===== src/rtl/xnor_mux_arbiter.sv =====
// xnor_mux_arbiter: round-robin two-requester burst arbiter driving a shared 1-bit mux lane
module xnor_mux_arbiter #(
  parameter int MAX_BURST = 4,
  parameter int CNT_W     = 4
) (
  input  logic clk,
  input  logic rst,
  input  logic req0,
  input  logic req1,
  input  logic d0,
  input  logic d1,
  input  logic last0,
  input  logic last1,
  output logic gnt0,
  output logic gnt1,
  output logic sel,
  output logic out_valid,
  output logic out
);
  localparam logic [1:0] IDLE = 2'd0;
  localparam logic [1:0] G0   = 2'd1;
  localparam logic [1:0] G1   = 2'd2;
  localparam logic [CNT_W-1:0] MAX_C = CNT_W'(MAX_BURST);
  logic [1:0]       state_q, state_d;
  logic             prio_q, prio_d;
  logic [CNT_W-1:0] cnt_q, cnt_d, cnt_inc;
  logic             out_q, out_d, out_valid_q, out_valid_d;
  logic             busy, cur, req_x, req_y, last_x, d_x, beat, burst_end;
  // next-state, beat and burst-end decode from the current owner's view
  always_comb begin
    busy        = (state_q == G0) || (state_q == G1);
    cur         = state_q == G1;
    req_x       = cur ? req1 : req0;
    req_y       = cur ? req0 : req1;
    last_x      = cur ? last1 : last0;
    d_x         = cur ? d1 : d0;
    beat        = busy && req_x;
    cnt_inc     = cnt_q + 1'b1;
    burst_end   = busy && (!req_x || last_x || cnt_inc == MAX_C);
    state_d     = busy ? (burst_end ? (req_y ? (cur ? G0 : G1) : (req_x ? state_q : IDLE)) : state_q)
                       : (req0 && req1 ? (prio_q ? G1 : G0) : req0 ? G0 : req1 ? G1 : IDLE);
    prio_d      = burst_end ? ~cur : prio_q;
    cnt_d       = burst_end ? '0 : beat ? cnt_inc : cnt_q;
    out_valid_d = beat;
    out_d       = beat && d_x;
  end
  // state, priority, beat count and registered lane output
  always_ff @(posedge clk) begin
    if (rst) begin
      state_q     <= IDLE;
      prio_q      <= 1'b0;
      cnt_q       <= '0;
      out_q       <= 1'b0;
      out_valid_q <= 1'b0;
    end else begin
      state_q     <= state_d;
      prio_q      <= prio_d;
      cnt_q       <= cnt_d;
      out_q       <= out_d;
      out_valid_q <= out_valid_d;
    end
  end
  assign gnt0      = state_q == G0;
  assign gnt1      = state_q == G1;
  assign sel       = state_q == G1;
  assign out_valid = out_valid_q;
  assign out       = out_q;
endmodule


===== config.mk =====
export PLATFORM = sky130hd
export DESIGN_NAME = xnor_mux_arbiter
export DESIGN_NICKNAME = d
export VERILOG_FILES = /design/src/rtl/xnor_mux_arbiter.sv
export SDC_FILE = /design/constraint.sdc
export NUM_CORES = 1
export LEC_CHECK = 0
export CAP_MARGIN = 10
export CORE_AREA = 5 5 42 44
export CTS_CLUSTER_SIZE = 28
export DETAILED_ROUTE_END_ITERATION = 8
export DIE_AREA = 0 0 47 49
export PLACE_DENSITY = 0.71
export SYNTH_ARGS = -nofsm -noshare
export SYNTH_HDL_FRONTEND = slang
export SYNTH_SLANG_ARGS = --single-unit

===== constraint.sdc =====
create_clock -name clk -period 2.22 [get_ports clk]
set_clock_uncertainty 0.05 [all_clocks]
set_input_delay 0.444 -clock clk [delete_from_list [all_inputs] [get_ports clk]]
set_output_delay 0.444 -clock clk [all_outputs]
set_load 0.01 [all_outputs]

# Word-level counts from Yosys, hierarchy flattened
# Cells that the tools add are included.
totals:
  register_bits: 9
  in_bits: 8
  out_inout_bits: 5
  elab_cells: 35
op_classes:
  addsub: 1
  eq_ne: 5
  muxes: 13
  bitwise: 1
  reduce_logical: 10
ops:
  columns: ["operator", "n"]
  rows:
  - ["2-bit 2-to-1 mux", 9]
  - ["4-bit by 1-bit adder with 4-bit output, second input constant", 1]
  - ["4-bit by 3-bit equality test with 1-bit output, second input constant", 1]
  - ["1-bit logical AND", 4]
  - ["1-bit 2-to-1 mux", 4]
  - ["1-bit logical OR", 3]
  - ["3-bit by 2-bit != test with 1-bit output, second input constant", 1]
  - ["2-bit by 1-bit equality test with 1-bit output, second input constant", 1]
  - ["2-bit equality test, second input constant", 1]
  - ["2-bit by 1-bit != test with 1-bit output, second input constant", 1]
  - ["2-bit AND reduction", 1]
  - ["2-bit OR reduction", 1]
  - ["1-bit zero test", 1]
  - ["1-bit inverter", 1]

# Logic depth before layout (Yosys ltp)
depth:
  depth_word: 8
  ltp_mapped: 7
  depth_no_buf: 6

# Least setup slack after synthesis
# OpenSTA, ideal clock, no wires.
synth_path:
  path_type: "register to register"
  start: "reg state_q[0]"
  end: "reg prio_q"
  setup_time_ps: 59
  t_arrival_ps: 1694
  t_required_ps: 2111
  slack_ps: 416
  path_stages_with_launch: 8
  n_path_buf: 1
  period_less_slack_ps: 1804
  path_cell_list: "dfxtp_1 > inv_1 > ha_1 > buf_6 > mux2_4 > or2_4 > a311oi_1 > o31a_1"
synth_via:
  elab_chain_cells: 6
  elab_cells_between_ends: 10
  classes_between: "2 x eq/ne; 2 x mux; 1 x bitwise; 5 x reduce/logical"
synth_lines:
  columns: ["item", "line", "text"]
  rows:
  - ["start: declaration", "24", "logic [1:0] state_q, state_d;"]
  - ["start signal: assignment", "56", "state_q <= state_d;"]
  - ["2-bit equality test *", null, null]
  - ["named net gnt1", "15", "output logic gnt1,"]
  - ["1-bit 2-to-1 mux", "33", "req_x = cur ? req1 : req0;"]
  - ["1-bit zero test", "39", "burst_end = busy && (!req_x || last_x || cnt_inc == MAX_C);"]
  - ["1-bit logical OR (2 in a row)", "39", null]
  - ["1-bit logical AND", "39", null]
  - ["end signal: assignment", "57", "prio_q <= prio_d;"]
  - ["end: declaration", "25", "logic prio_q, prio_d;"]
# Mark *: on every way through the listed nets, which the timed path passes. The rest lies on a longest branch.
# A chain may end at the register's enable or synchronous reset.

# Worst setup path in the final report
layout_path:
  start: "reg state_q[0]"
  end: "out sel"
layout_via:
  elab_chain_cells: 1
layout_lines:
  columns: ["item", "line", "text"]
  rows:
  - ["2-bit equality test", "65", "assign sel = state_q == G1;"]
  - ["end: declaration", "16", "output logic sel,"]
# No other way between the ends.

==> impl_metrics.yaml <==
cells_and_area:
  antenna_cells: 0
  fin_nets: 85
  final_common_cell: "clkdlybuf4s50_1"
  final_cell_mix: "12 x clkdlybuf4s50_1, 9 x dfxtp_1, 5 x nor2_1"
  area_delta_synth_final_pct: 30.94
  final_layout_size_suffix_gt1_share_pct: 13.70
  multi_input_area_sq_um: 306.5
  n_fill_cell: 143
  fin_cells: 89
  seqCellArea_sq_um: 180.2
place:
  routabilityCongestion: 0.8419
  numPortBuffers: 12
  pre_cts_ws_ns: 0.2833
  dp_hpwl_um: 805.4
  dp.cells: 85
floorplan:
  initial_utilization_pct: 37.23
  die_x_um: 47
  pin_count: 13
  row_count: 14
  core-area_sq_mm: 0.001401
  dieArea_sq_mm: 0.002303
  die_h_um: 49
critical_path:
  cp-start-kind: "flop"
  path_max_fanout: 11
  crit_type: "flop to output port"
  critPathArrivalTime_ns: 1.54
  required_ns: 1.73
  cp_slowest_cell: "clkdlybuf4s50_1"
  endpoint_kind: "output port"
  slowest_delay_ns: 0.58
  worstPathCellList: "inv_1 -> ha_2 -> clkdlybuf4s50_1"
timing:
  fin_ws_ns: 0.1818
  setup_viol: 0
  relSlewSlack_pct: 67.56
  maxSlewViolCount: 0
  tightestPinTransition_ns: 0.4855
  rsz0062_at_grt: "no"
  fmax_ghz: 0.4906
  hold_viol_final: 0
  fin_tns_setup_ns: 0
  min_period_ns: 2.038
  post-route-period-util_pct: 91.81
clock_network:
  cts-root-buf: "clkbuf_4"
  clk_path_buf_depth: 2
  h-tree-depth: 1
  clk_latency_ns: 0.25
  cts_made_buffers: 3
  clock_sinks: 9
  cts_tree: "built"
  path_clk_slew_ns: 0.06
detailed_routing:
  drc_errors: 0
  ant_nets: 0
  dr.pass1.iters: 4
  totalWireLength_um: 1045
  met1_length_um: 477
  wl_met3_um: 85
  route.met2.wl_um: 482
  drtIter0Drc: 6
  top_layer_used: "met3"
  avgViaCountPerCell: 5.360
  dr_total_vias: 477
  wire_per_inst_um: 11.74
global_routing:
  grt_max_degree: 13
  grt_util_all_layers_pct: 10.37
  antenna_found_initial: 0
  grt_pass1_wl_um: 1828
  overflow: 0
  grt_pass1_vias: 448
run_status:
  outcome: "finished clean"
logic_synthesis:
  syn_avg_cell_area_sq_um: 8.996
  netlist_area_sq_um: 521.8
  postSynthCellCount: 58
  synth.ff_latch_count: 9
  ys_seq_area_share_pct: 34.53
  ys_types: 29
  yosysWarnings: 0
  syn_nets: 69
worst_hold_path:
  hp-class: "flop to flop"
pwr:
  vdd_drop_max_v: 0.0003557
  power_density_mw_per_mm2: 678.3
  power.total_uw: 463.4
  p_leak_nw: 0.2520
flow_run:
  cap_violations: 0
[critical path: cells and delay by family (launching register included)]
family,cells,cell delay [ns]
flip-flops,1,0.31
buffers and inverters,2,0.66
adder cells (fa/ha/maj),1,0.32
[stage by stage]
| stage | hold WS, ns | instance area (sq um) | util [%] |
|---|---|---|---|
| final | 0.4424 | 683.2 | 48.75 |
| after detailed placement | 0.4335 | 654.4 | 46.70 |
| after global routing | 0.4882 | 683.2 | 48.75 |
| after CTS | 0.4441 | 680.7 | 48.57 |
| after floorplan | 0.4091 | 521.8 | - |
| after global placement | 0.4349 | 654.4 | 46.70 |
[cells in the mapped netlist, drive strengths merged]
| library cell | count | area share (%) |
|---|---|---|
| dfxtp | 9 | 35 |
| or2 | 1 | 1.7 |
| a31o | 1 | 1.7 |
| nor4 | 1 | 1.2 |
| o21a | 1 | 1.4 |
| a311oi | 2 | 3.4 |
| mux2 | 1 | 2.9 |
| o41ai | 1 | 1.7 |
| o21ai | 2 | 1.9 |
| nand2 | 2 | 1.4 |
| buf | 2 | 3.6 |
| nor2 | 5 | 3.6 |
| or3 | 1 | 1.4 |
| nor3 | 3 | 2.9 |
| o21bai | 1 | 1.4 |
| mux2i | 2 | 3.8 |
| clkbuf | 1 | 0.72 |
| inv | 4 | 2.9 |
| ha | 3 | 7.2 |
| nor3b | 2 | 2.9 |
| o221ai | 1 | 1.7 |
| xnor2 | 3 | 5.0 |
| o31a | 1 | 1.7 |
| o31ai | 1 | 1.4 |
| nand3 | 1 | 0.96 |
| a221oi | 1 | 1.7 |
| nand2b | 2 | 2.4 |
| a21oi | 3 | 2.9 |
[worst paths after layout]
check                           startpoint     end  slack [ns]  cells past startpoint
worst max register to register  state_q[0]  prio_q        0.40                      6
worst min register to register      prio_q  prio_q        0.44                      1
worst max-delay path            state_q[0]     sel        0.18                      3
worst min-delay path                prio_q  prio_q        0.44                      1
[repair_timing]
item	4_1_cts	5_1_grt
setup endpoints to repair	0	2
resized for setup	0	1
buffers inserted	0	0
hold buffers	0	0
[cell families (layout without fill, tap and decap cells)]
kind of cell,count (synthesis),after routing,synth area share [%]
buffers and inverters,7,22,7.193
muxes,3,3,6.714
xor gates and xnor gates,3,3,5.037
AOI/OAI and AO/OA,15,15,20.87
DFF,9,9,34.53
adders and majority gates,3,3,7.195
and+or+nand+nor,18,18,18.46
[registers in the layout (all words and copies together) (netlist names)]
name / cells
state_q: 2
cnt_q: 4
out: 1
prio_q: 1
out_valid: 1
[metal layers]
layer,vias to the layer above,global-route usage (%)
met4,0,1.382
met1,222,13.25
li1,242,-
met2,13,16.29
met5,-,0
met3,0,4.428
[report_power, final]
part           leakage, nW  internal [mW]  switching (mW)
registers           0.0734          0.175         0.00803
logic                0.164         0.0792          0.0753
clock network       0.0150         0.0692          0.0566
[cell type report]
class                      instances  share of cell area [%]
multi-input combinational         42                   44.87
sequential                         9                   26.37
timing repair buffer              14                   19.78
inverter                           4                   2.198
clock buffer                       4                   3.846
tap                               16                   2.930
(Power assumes the default switching activity.)
